$ cat src/rtl/lfsr_pkg.sv
// Shared types and helpers for the shared-LFSR random source.
package lfsr_pkg;

    localparam int unsigned      LFSR_W       = 16;
    localparam logic [15:0]      DEFAULT_SEED = 16'hACE1;
    localparam logic [15:0]      DEFAULT_TAPS = 16'hB400;

    typedef enum logic [1:0] {
        IDLE  = 2'd0,
        STEP  = 2'd1,
        GRANT = 2'd2
    } state_e;

    // One Galois step: shift right, fold the taps back in when bit 0 falls out.
    function automatic logic [LFSR_W-1:0] lfsr_next(input logic [LFSR_W-1:0] q,
                                                    input logic [LFSR_W-1:0] taps);
        return (q >> 1) ^ (q[0] ? taps : '0);
    endfunction

endpackage

$ cat src/rtl/lfsr16_core.sv
// 16-bit Galois LFSR register: holds Q, steps or loads on request.
module lfsr16_core
    import lfsr_pkg::*;
#(
    parameter logic [LFSR_W-1:0] SEED = DEFAULT_SEED,
    parameter logic [LFSR_W-1:0] TAPS = DEFAULT_TAPS
) (
    input  logic              clk_i,
    input  logic              rst_ni,
    input  logic              step_i,
    input  logic              load_i,
    input  logic [LFSR_W-1:0] load_val_i,
    output logic [LFSR_W-1:0] q_o
);

    logic [LFSR_W-1:0] q_q, q_d;

    // Next Q: a load takes precedence over a step.
    always_comb begin
        q_d = q_q;
        if (load_i) begin
            q_d = load_val_i;
        end else if (step_i) begin
            q_d = lfsr_next(q_q, TAPS);
        end
    end

    // State register, seeded on reset.
    always_ff @(posedge clk_i or negedge rst_ni) begin
        if (!rst_ni) begin
            q_q <= SEED;
        end else begin
            q_q <= q_d;
        end
    end

    assign q_o = q_q;

endmodule

$ cat src/rtl/lfsr_share_ctrl.sv
// Round-robin controller sharing one LFSR among NREQ requesters.
// Optional macro LFSR_PERIOD_CHECK_EN adds a period-wrap detector.
module lfsr_share_ctrl
    import lfsr_pkg::*;
#(
    parameter logic [LFSR_W-1:0] SEED  = DEFAULT_SEED,
    parameter int unsigned       NREQ  = 4,
    parameter int unsigned       STEPS = 1,
    parameter logic [LFSR_W-1:0] TAPS  = DEFAULT_TAPS
) (
    input  logic              CLK,
    input  logic              n_RESET,
    input  logic              en,
    input  logic [NREQ-1:0]   req,
    output logic [NREQ-1:0]   gnt,
    output logic [LFSR_W-1:0] rnd,
    input  logic              seed_we,
    input  logic [LFSR_W-1:0] seed_in,
    output logic              seed_err,
    output logic              period_wrap
);

    localparam int unsigned IDXW     = (NREQ > 1) ? $clog2(NREQ) : 1;
    localparam logic [3:0]  CNT_INIT = 4'(STEPS - 1);

    state_e            state_q, state_d;
    logic [IDXW-1:0]   rr_q, rr_d;
    logic [IDXW-1:0]   idx_q, idx_d;
    logic [3:0]        cnt_q, cnt_d;
    logic              seed_err_q, seed_err_d;

    logic              core_step;
    logic              core_load;
    logic [LFSR_W-1:0] core_load_val;
    logic [LFSR_W-1:0] q;

    logic              found;
    logic [IDXW-1:0]   pick;

    lfsr16_core #(
        .SEED (SEED),
        .TAPS (TAPS)
    ) u_core (
        .clk_i      (CLK),
        .rst_ni     (n_RESET),
        .step_i     (core_step),
        .load_i     (core_load),
        .load_val_i (core_load_val),
        .q_o        (q)
    );

    // Round-robin pick: first set request searching upward from rr_q with wrap.
    always_comb begin : arb
        int unsigned j;
        found = 1'b0;
        pick  = '0;
        j     = 0;
        for (int unsigned i = 0; i < NREQ; i++) begin
            j = 32'(rr_q) + i;
            if (j >= NREQ) begin
                j = j - NREQ;
            end
            if (!found && req[IDXW'(j)]) begin
                found = 1'b1;
                pick  = IDXW'(j);
            end
        end
    end

    // FSM next state, seed checking and LFSR control.
    always_comb begin
        state_d       = state_q;
        rr_d          = rr_q;
        idx_d         = idx_q;
        cnt_d         = cnt_q;
        seed_err_d    = 1'b0;
        core_step     = 1'b0;
        core_load     = 1'b0;
        core_load_val = SEED;
        case (state_q)
            IDLE: begin
                if (seed_we) begin
                    core_load = 1'b1;
                    if (seed_in == '0) begin
                        seed_err_d = 1'b1;
                    end else begin
                        core_load_val = seed_in;
                    end
                end else if (q == '0) begin
                    core_load = 1'b1;
                end else if (en && found) begin
                    idx_d   = pick;
                    cnt_d   = CNT_INIT;
                    state_d = STEP;
                end
            end
            STEP: begin
                core_step = 1'b1;
                if (cnt_q == '0) begin
                    state_d = GRANT;
                end else begin
                    cnt_d = cnt_q - 4'd1;
                end
            end
            GRANT: begin
                if (idx_q == IDXW'(NREQ - 1)) begin
                    rr_d = '0;
                end else begin
                    rr_d = idx_q + 1'b1;
                end
                state_d = IDLE;
            end
            default: state_d = IDLE;
        endcase
    end

    // Controller registers.
    always_ff @(posedge CLK or negedge n_RESET) begin
        if (!n_RESET) begin
            state_q    <= IDLE;
            rr_q       <= '0;
            idx_q      <= '0;
            cnt_q      <= '0;
            seed_err_q <= 1'b0;
        end else begin
            state_q    <= state_d;
            rr_q       <= rr_d;
            idx_q      <= idx_d;
            cnt_q      <= cnt_d;
            seed_err_q <= seed_err_d;
        end
    end

    // Grant and word are driven only during GRANT.
    always_comb begin
        gnt = '0;
        rnd = '0;
        if (state_q == GRANT) begin
            gnt[idx_q] = 1'b1;
            rnd        = q;
        end
    end

    assign seed_err = seed_err_q;

`ifdef LFSR_PERIOD_CHECK_EN
    logic [LFSR_W-1:0] seed_copy_q;
    logic [15:0]       per_cnt_q;
    logic              wrap_q;
    logic [LFSR_W-1:0] q_next_w;

    assign q_next_w = lfsr_next(q, TAPS);

    // Track steps since the last load; flag the step that lands back on the seed.
    always_ff @(posedge CLK or negedge n_RESET) begin
        if (!n_RESET) begin
            seed_copy_q <= SEED;
            per_cnt_q   <= '0;
            wrap_q      <= 1'b0;
        end else begin
            wrap_q <= 1'b0;
            if (core_load) begin
                seed_copy_q <= core_load_val;
                per_cnt_q   <= '0;
            end else if (core_step) begin
                if (q_next_w == seed_copy_q) begin
                    wrap_q    <= 1'b1;
                    per_cnt_q <= '0;
                end else begin
                    per_cnt_q <= per_cnt_q + 16'd1;
                end
            end
        end
    end

`ifndef SYNTHESIS
    // A maximal-length sequence must wrap after exactly 65535 steps.
    always_ff @(posedge CLK) begin
        if (n_RESET && core_step && !core_load && (q_next_w == seed_copy_q)) begin
            assert (per_cnt_q == 16'd65534)
                else $error("lfsr period wrap at count %0d", per_cnt_q);
        end
    end
`endif

    assign period_wrap = wrap_q;
`else
    assign period_wrap = 1'b0;
`endif

endmodule

$ cat config.mk
export PLATFORM = sky130hd
export DESIGN_NAME = lfsr_share_ctrl
export DESIGN_NICKNAME = d
export VERILOG_FILES = /design/src/rtl/lfsr_pkg.sv /design/src/rtl/lfsr16_core.sv /design/src/rtl/lfsr_share_ctrl.sv
export SDC_FILE = /design/constraint.sdc
export NUM_CORES = 1
export LEC_CHECK = 0
export CAP_MARGIN = 20
export CORE_MARGIN = 8
export CORE_UTILIZATION = 52
export CTS_CLUSTER_SIZE = 30
export DETAILED_ROUTE_END_ITERATION = 12
export HOLD_SLACK_MARGIN = 0.1
export PLACE_DENSITY = 0.87
export SYNTH_ARGS = -nofsm -noshare
export SYNTH_HDL_FRONTEND = slang
export SYNTH_SLANG_ARGS = --single-unit
$ cat constraint.sdc
create_clock -name CLK -period 5.1 [get_ports CLK]
set_clock_uncertainty 0.15 [all_clocks]
set_input_delay 0.51 -clock CLK [delete_from_list [all_inputs] [get_ports CLK]]
set_output_delay 0.51 -clock CLK [all_outputs]
set_load 0.1 [all_outputs]
Yosys cells after proc, flatten, opt, wreduce, memory -nomap -nowiden

Index checks and enable logic that the tools add are counted.

Add/sub/neg operators: 9
$lt $le $gt $ge: 10
Eq/ne operators: 8
Multiplexer cells: 48
Bitwise logic cells: 3
Reduce and logical (&&, ||, !) cells: 17

Operators with widths:

| cell                                                                         | number |
|---|---|
| 16-bit 2-to-1 mux                                                            | 7 |
| 16-bit zero test                                                             | 2 |
| 2-bit 2-to-1 mux                                                             | 13 |
| 4-bit 2-to-1 mux                                                             | 5 |
| 1-bit 2-to-1 mux                                                             | 16 |
| 15-bit by 16-bit XOR with 16-bit output                                      | 1 |
| 2-bit by 3-bit less-than comparator with 1-bit output, second input constant | 5 |
| 2-bit inequality test, second input constant                                 | 5 |
| 3-bit >= comparator, second input constant                                   | 3 |
| 1-bit binary-select mux with 2-bit select                                    | 4 |
| 4-bit one-hot mux with 2 select lines                                        | 1 |
| 4-bit AND reduction                                                          | 2 |
| 2-bit by 1-bit subtractor with 2-bit output, second input constant           | 4 |
| 2-bit by 2-bit adder with 3-bit output, second input constant                | 2 |
| 1-bit logical AND                                                            | 5 |
| 5-bit AND reduction                                                          | 1 |
| 2-bit == test, second input constant                                         | 2 |
| 4-bit zero test                                                              | 1 |
| 2-bit one-hot mux with 2 select lines                                        | 1 |
| 2-bit nonzero test                                                           | 2 |
| 4-bit by 1-bit subtractor with 4-bit output, second input constant           | 1 |
| 2-bit by 1-bit adder with 3-bit output, second input constant                | 1 |
| 2-bit by 3-bit >= comparator with 1-bit output, second input constant        | 1 |
| 1-bit zero test                                                              | 3 |
| 6 further kinds                                                              | 7 |

Bits in registers: 27
Bits of input ports: 24
Output and inout bits: 22
Word-level logic and storage cells: 101

Logic depth before layout (Yosys ltp)

Gate-level depths: netlist (run 1).

Depth in word-level cells: 19
Depth in mapped cells: 7
Mapped depth without buffers: 6

By module

A second synthesis (run 1) with hierarchy kept.

Cells, all modules: 193
Area, all modules: 1814.2 um^2

By module, submodules not included:

| module          | times used | cells an instance | area each (um^2) |
|---|---|---|---|
| lfsr_share_ctrl | 1          | 119               | 1009.7 |
| lfsr16_core     | 1          | 74                | 804.5 |

Worst setup path before layout (run 1)

No wires, ideal clock.

Path type: reg2out
Start: register state_q[1]
End: output gnt[0]
Arrival time: 1.804 ns
Required time: 4.440 ns
Setup slack: 2.636 ns
Stages on the path, launching flop included: 5
Path buffers: 2
Path through: dfrtp_1 clkbuf_1 nor2b_1 clkbuf_1 and2_1

Word-level cells in the longest chain between the ends: 2

Ends and longest elaborated chain:

| element                | line                   | source |
|---|---|---|
| start, declared        | lfsr_share_ctrl.sv:26  | `state_e state_q, state_d;` |
| start signal, assigned | lfsr_share_ctrl.sv:126 | `state_q <= state_d;` |
| 2-bit == test          | lfsr_share_ctrl.sv:138 | `if (state_q == GRANT) begin` |
| 4-bit 2-to-1 mux       | lfsr_share_ctrl.sv:138 |  |
| end, declared          | lfsr_share_ctrl.sv:15  | `output logic [NREQ-1:0] gnt,` |

Every way passes these cells.

Final worst setup path (run 1)

Start: register state_q[1]
End: output rnd[0]

Word-level cells in the longest chain between the ends: 2

Ends and longest elaborated chain:

| element           | line                   | source |
|---|---|---|
| 2-bit == test     | lfsr_share_ctrl.sv:138 |  |
| 16-bit 2-to-1 mux | lfsr_share_ctrl.sv:138 |  |
| end, declared     | lfsr_share_ctrl.sv:16  | `output logic [LFSR_W-1:0] rnd,` |

Every way passes these cells.

==> metrics.md, run 1 <==
| Metric | Value |
|---|---|
| Outcome | `finished, final reports clean` |
| Nets@finish | `270` |
| Overflow after GRT | `0` |
| DR iter-0 viols | `137` |
| Combinational Power Share | `53.6%` |
| Slew @ Worst Pin | `0.991 ns` |
| Root buf cell | `clkbuf_4` |
| Antenna violations before repair | `0` |
| RSZ-0062 raised after global routing | `false` |
| Avg WL per Cell | `14.9 um` |
| Flop pwr share | `39.0%` |
| Final GP Congestion | `0.927` |
| Final hold vios | `0` |
| CP max FO | `17` |
| Via count | `1569` |
| RR Endpoint | `u_core.q_o[3]` |
| Final HPWL DP | `3.33 mm` |
| Tightest Hold Check Type | `input pin to async pin` |
| Iteration count of the initial detailed-routing pass | `4` |
| #FFs+latches synth | `27` |
| Switch Pwr | `0.000646 W` |
| Die Ht | `73.1 um` |
| FMAX | `0.277 GHz` |
| CP Capture Type | `primary output` |
| Cell count after synthesis | `201` |
| Resized Gates After CTS | `0` |
| Period utilisation layout | `70.8%` |
| Detail Route Antenna Nets | `0` |
| Synth warn | `0` |
| I/O pins | `46` |
| Arrival time at the worst endpoint | `2.95 ns` |
| Via/cell ratio | `5.54` |
| Setup crit start | `state_q[1]` |
| Ant diodes | `0` |
| Clock latency on the worst-skew pair | `0.32 ns` |
| Slowest stage delay, CP | `1.12 ns` |
| Final instance count without filler cells | `283` |
| H-tree levels | `1` |
| Tot GR Track Use | `16.1%` |
| Longest Clk Path Bufs | `2` |
| Routed wire length | `4.22 mm` |
| Die area | `5350 sq um` |
| CTS Buf Count | `3` |
| Placed Cells | `279` |
| Syn Nets | `231` |
| Top FF cell, synth | `dfrtp_1` |
| Finish-stage setup viols | `0` |
| P_leak | `0.901 nW` |
| Post-CTS Setup Inserts | `0` |
| Sequential area share after synthesis | `40.4%` |
| Die W | `73.1 um` |
| Global-route wire length before repair | `6.82 mm` |
| R2r worst-path depth | `5` |
| Internal power | `0.000616 W` |
| CP max stage cell | `clkdlybuf4s50_1` |
| Starting Density | `55.2%` |
| TritonCTS Sinks | `27` |
| WP data required | `4.44 ns` |
| VDD IR max | `0.000327 V` |
| DRC Markers | `0` |
| Max-cap violation count | `0` |
| Max-slew violations | `0` |
| Core area | `3080 sq um` |
| Fin crit period | `3.61 ns` |
| Largest net degree at the start of global routing | `28` |
| Synth unique cells | `40` |
| Total power | `0.00126 W` |
| Setup total negative slack | `0 ns` |
| Worst-path clk slew | `0.14 ns` |
| Fraction of layout cells with a size suffix above 1 | `9.21%` |
| Mean Syn Cell Area | `8.45 sq um` |
| Port bufs | `44` |
| Worst setup SP type | `flop` |
| EDFF count, synth | `0` |
| Critical path class | `flop to primary output` |
| Switching share of total power | `51.2%` |
| R2R setup slack | `2.80 ns` |
| # rows | `20` |
| Slew HR | `33.7%` |
| CTS tree | `built` |
| Area Overhead vs Synth | `27.6%` |
| Async set-reset flop share out of synthesis | `100%` |
| Critical-path cell list | `nor2b_1, buf_4, and2_2, clkdlybuf4s50_1` |
| Vias in the first global route | `1417` |
| Post-Syn Area | `1700 sq um` |
| Reg2Reg Launch Point | `state_q[0]` |
| P per Cell Area | `582 nW/um^2` |
| Power share of the clock group | `7.3%` |
| CTS Hold Bufs | `0` |
## cell usage in the layout, fill, tap and decap left out, types with 2 or more instances in the layout
cell             count
and2_1              20
a21oi_1             16
clkdlybuf4s50_1     44
o22a_1               2
nand3_1              2
a31oi_1              3
nor4_1               8
dfrtp_1             19
a22oi_1              9
and3_1               2
xnor2_1              2
clkbuf_4             3
nor2_1              14
nor2b_1              2
inv_1                8
ha_1                 6
o21ai_0             19
buf_4                2
o22ai_1              2
nand2_1             29
dfstp_2              8
## worst max-delay path by stage
stage | slack (ns) | end | cells after the start
final | 1.49 | rnd[0] | 4
after global routing | 1.34 | rnd[0] | 4
after CTS | 1.49 | gnt[1] | 4
after detailed placement | 1.88 | gnt[1] | 4
after global placement | 1.96 | rnd[0] | 4
after floorplan | 2.64 | gnt[0] | 4
## layer usage
metal  vias up  wire, um  GRT usage [%]
met5         -         0              0
met2        61      2060           27.4
met4         0        46           5.78
met3         4       254           1.92
li1        775         -              -
met1       729      1860           20.3
## synthesized netlist by cell type, types with 2 or more instances
cell type / number / area [sq um]
and2_1: 20 / 125
nand3_1: 2 / 10.0
xnor2_1: 2 / 17.5
a22oi_1: 9 / 67.6
a21oi_1: 16 / 80.1
nor2_1: 14 / 52.6
nor4_1: 8 / 50.1
ha_1: 6 / 75.1
inv_1: 8 / 30.0
and3_1: 2 / 12.5
nand2_1: 29 / 109
o22a_1: 2 / 17.5
buf_6: 2 / 22.5
clkbuf_1: 7 / 26.3
dfstp_2: 8 / 210
o21ai_0: 19 / 95.1
nor2b_1: 2 / 12.5
o22ai_1: 2 / 12.5
buf_4: 2 / 15.0
a31oi_1: 3 / 18.8
dfrtp_1: 19 / 475
## final cells by class
| class | count | area (sq um) |
|---|---|---|
| multi-input combinational | 154 | 913 |
| fill | 255 | 911 |
| sequential | 27 | 686 |
| timing repair buffer | 46 | 455 |
| tap | 44 | 55.1 |
| inverter | 8 | 30.0 |
| clock buffer | 3 | 22.5 |
| clock inverter | 1 | 5.00 |
## power groups by stage
stage | registers (W) | logic [W] | clock network (W)
after global placement | 0.000488 | 0.000660 | 0
after floorplan | 0.000420 | 0.000590 | 0
after CTS | 0.000488 | 0.000680 | 0.0000954
after global routing | 0.000511 | 0.000742 | 0.000104
final | 0.000493 | 0.000677 | 0.0000922
after detailed placement | 0.000492 | 0.000679 | 0
## through the flow
stage / area, sq um / setup WS (ns) / hold slack (ns) / utilization, %
CTS: 2170 / 1.49 / 0.375 / 70.4
finish: 2170 / 1.49 / 0.375 / 70.4
global route: 2170 / 1.34 / 0.398 / 70.4
floorplan: 1700 / 2.64 / 0.0644 / -
global placement: 2140 / 1.96 / 0.350 / 69.5
detailed placement: 2140 / 1.88 / 0.367 / 69.5
## sequential cells by signal, summed over array words and instances, names as in the netlist
signal and cells:
u_core.q_o 16, cnt_q 4, idx_q 2, rr_q 2, state_q 2, seed_err 1
## worst max-delay path: cells and delay by family, from the launching register on
kind	cells	cell delay, ns
buffers and inverters	2	1.39
DFF	1	0.66
and+or+nand+nor	2	0.57
## logic make-up after synthesis
group / after synthesis / synth area share (%)
multiplexers: 2 / 1.25
XOR/XNOR: 3 / 1.55
other: 1 / 0.221
AO/OA/AOI/OAI: 55 / 19.5
adder cells (fa/ha/maj): 6 / 4.42
AND/OR/NAND/NOR: 87 / 26.8
buffers and inverters: 20 / 5.82
flip-flops: 27 / 40.4
No activity file was read; power rests on OpenSTA's default activity.
==> inputs of run 2 (changes only) <==
- CORE_UTILIZATION: 52 -> 43
- PLACE_DENSITY: 0.87 -> 0.77
- clock period: 5.1 -> 3.3 ns (I/O delays scaled with it)
==> metrics.md, run 2 (synthesized netlist as in run 1, its figures left out) <==
| Metric | Value |
|---|---|
| Largest register FFs | `16` |
| Hold slack final | `0.216 ns` |
| Final GP Congestion | `0.859` |
| Starting Density | `43.7%` |
| Die area | `6210 sq um` |
| Fill cells | `322` |
| Resized Gates After CTS | `0` |
| Tightest Hold Check Type | `input pin to async pin` |
| M1 GR Usage | `16.4%` |
| Critical path class | `flop to primary output` |
| Max-cap violation count | `0` |
| CP top delay family | `simple AND/OR/NAND/NOR gates` |
| H-tree levels | `1` |
| Slowest stage delay, CP | `0.66 ns` |
| Post-CTS Setup Inserts | `0` |
| Met2 Use GR | `27.2%` |
| WP data required | `2.82 ns` |
| Critical-path cell list | `nor2b_1, buf_4, and2_1, buf_12` |
| Die W | `78.8 um` |
| CP max stage cell | `dfrtp_1` |
| Arrival time at the worst endpoint | `2.11 ns` |
| CP max FO | `17` |
| RSZ-0062 raised after global routing | `false` |
| Slew HR | `35.4%` |
| P_leak | `1.01 nW` |
| Longest Clk Path Bufs | `2` |
| Max-slew violations | `0` |
| Via count | `1596` |
| CTS Hold Bufs | `0` |
| Fraction of layout cells with a size suffix above 1 | `17.9%` |
| Setup total negative slack | `0 ns` |
| Worst-path clk slew | `0.10 ns` |
| Antenna violations before repair | `0` |
| CTS tree | `built` |
| P per Cell Area | `879 nW/um^2` |
| Root buf cell | `clkbuf_8` |
| Tot GR Track Use | `14.9%` |
| Fin crit period | `2.59 ns` |
| I/O pins | `46` |
| Vias in the first global route | `1667` |
| Commonest cells after routing, fill and taps aside | `nand2_1, clkdlybuf4s50_1, and2_1, buf_12` |
| R2r worst-path depth | `5` |
| Gr busiest metal | `met2` |
| TritonCTS Sinks | `27` |
| Crit path depth | `4` |
| Area Overhead vs Synth | `42.0%` |
| Final core occ | `62.1%` |
| Clock latency on the worst-skew pair | `0.28 ns` |
| Slew @ Worst Pin | `0.967 ns` |
| Global-route wire length before repair | `7.58 mm` |
| Ant diodes | `0` |
| DR iter-0 viols | `83` |
| CTS Buf Count | `3` |
| Grt met3 use | `2.93%` |
| Largest net degree at the start of global routing | `24` |
| Avg WL per Cell | `15.5 um` |
| Final hold vios | `0` |
| Port bufs | `44` |
| CP Capture Type | `primary output` |
| Core area | `3880 sq um` |
| Final HPWL DP | `3.63 mm` |
| # rows | `23` |
| DRC Markers | `0` |
| Iteration count of the initial detailed-routing pass | `4` |
| Commonest non-fill, non-tap cell in the layout | `nand2_1` |
| Routed wire length | `4.49 mm` |
| VDD IR max | `0.000397 V` |
| Die Ht | `78.8 um` |
| Finish-stage setup viols | `0` |
| Worst setup SP type | `flop` |
| Overflow after GRT | `0` |
| Nets@finish | `271` |
| Buf/Inv on CP | `2` |
| Detail Route Antenna Nets | `0` |
| Via/cell ratio | `5.50` |
| Period utilisation layout | `78.3%` |
| FMAX | `0.387 GHz` |
| Outcome | `finished, final reports clean` |
[run 2: changes by cell type in the layout (fill, tap and decap cells not counted)]
| cell | before | now |
|---|---|---|
| clkinvlp_4 | 0 | 1 |
| clkbuf_8 | 0 | 3 |
| clkinv_2 | 1 | 0 |
| clkdlybuf4s50_1 | 44 | 24 |
| buf_12 | 0 | 20 |
| clkbuf_4 | 3 | 0 |
| buf_8 | 0 | 1 |
[run 2: final cells by class]
type                            instances  area, sq um  area share (%)
Clock inverter                          1         7.51           0.311
Sequential cell                        27          686            28.4
Inverter                                8         30.0            1.25
Clock buffer                            3         41.3            1.71
Multi-Input combinational cell        154          913            37.9
Tap cell                               50         62.6            2.59
Timing Repair Buffer                   47          671            27.8
[run 2: path summary, 6_finish.rpt]
check                                      end  slack (ns)  startpoint
worst min-delay path            u_core.q_o[14]        0.22     n_RESET
max in group asynchronous       u_core.q_o[13]        2.23     n_RESET
min in group CLK                      cnt_q[2]        0.39    cnt_q[2]
worst max register to register  u_core.q_o[12]        1.00  state_q[0]
worst min register to register        cnt_q[2]        0.39    cnt_q[2]
worst max-delay path                    rnd[6]        0.71  state_q[1]
[run 2: per-stage QoR]
step                      std cells  instance area [sq um]  power [W]  setup slack (ns)
after floorplan                 201                   1700    0.00156              1.02
after global placement          285                   2350    0.00189              1.02
after detailed placement        285                   2350    0.00192             0.958
after CTS                       289                   2400    0.00212             0.720
after global routing            290                   2410    0.00227             0.552
final                           290                   2410    0.00212             0.715
[run 2: layer usage]
layer  part of all wire, %  routed length (um)
met1                    40                1810
met2                    51                2300
met3                   6.3                 285
met4                   2.1                  94
met5                     0                   0
[run 2: power breakdown]
group / leakage [nW] / internal (W) / switching (W) / total (W)
clock: 0.0217 / 0.0000859 / 0.000112 / 0.000198
combinational: 0.666 / 0.000463 / 0.000692 / 0.00115
sequential: 0.321 / 0.000529 / 0.000237 / 0.000766
total: 1.01 / 0.00108 / 0.00104 / 0.00212
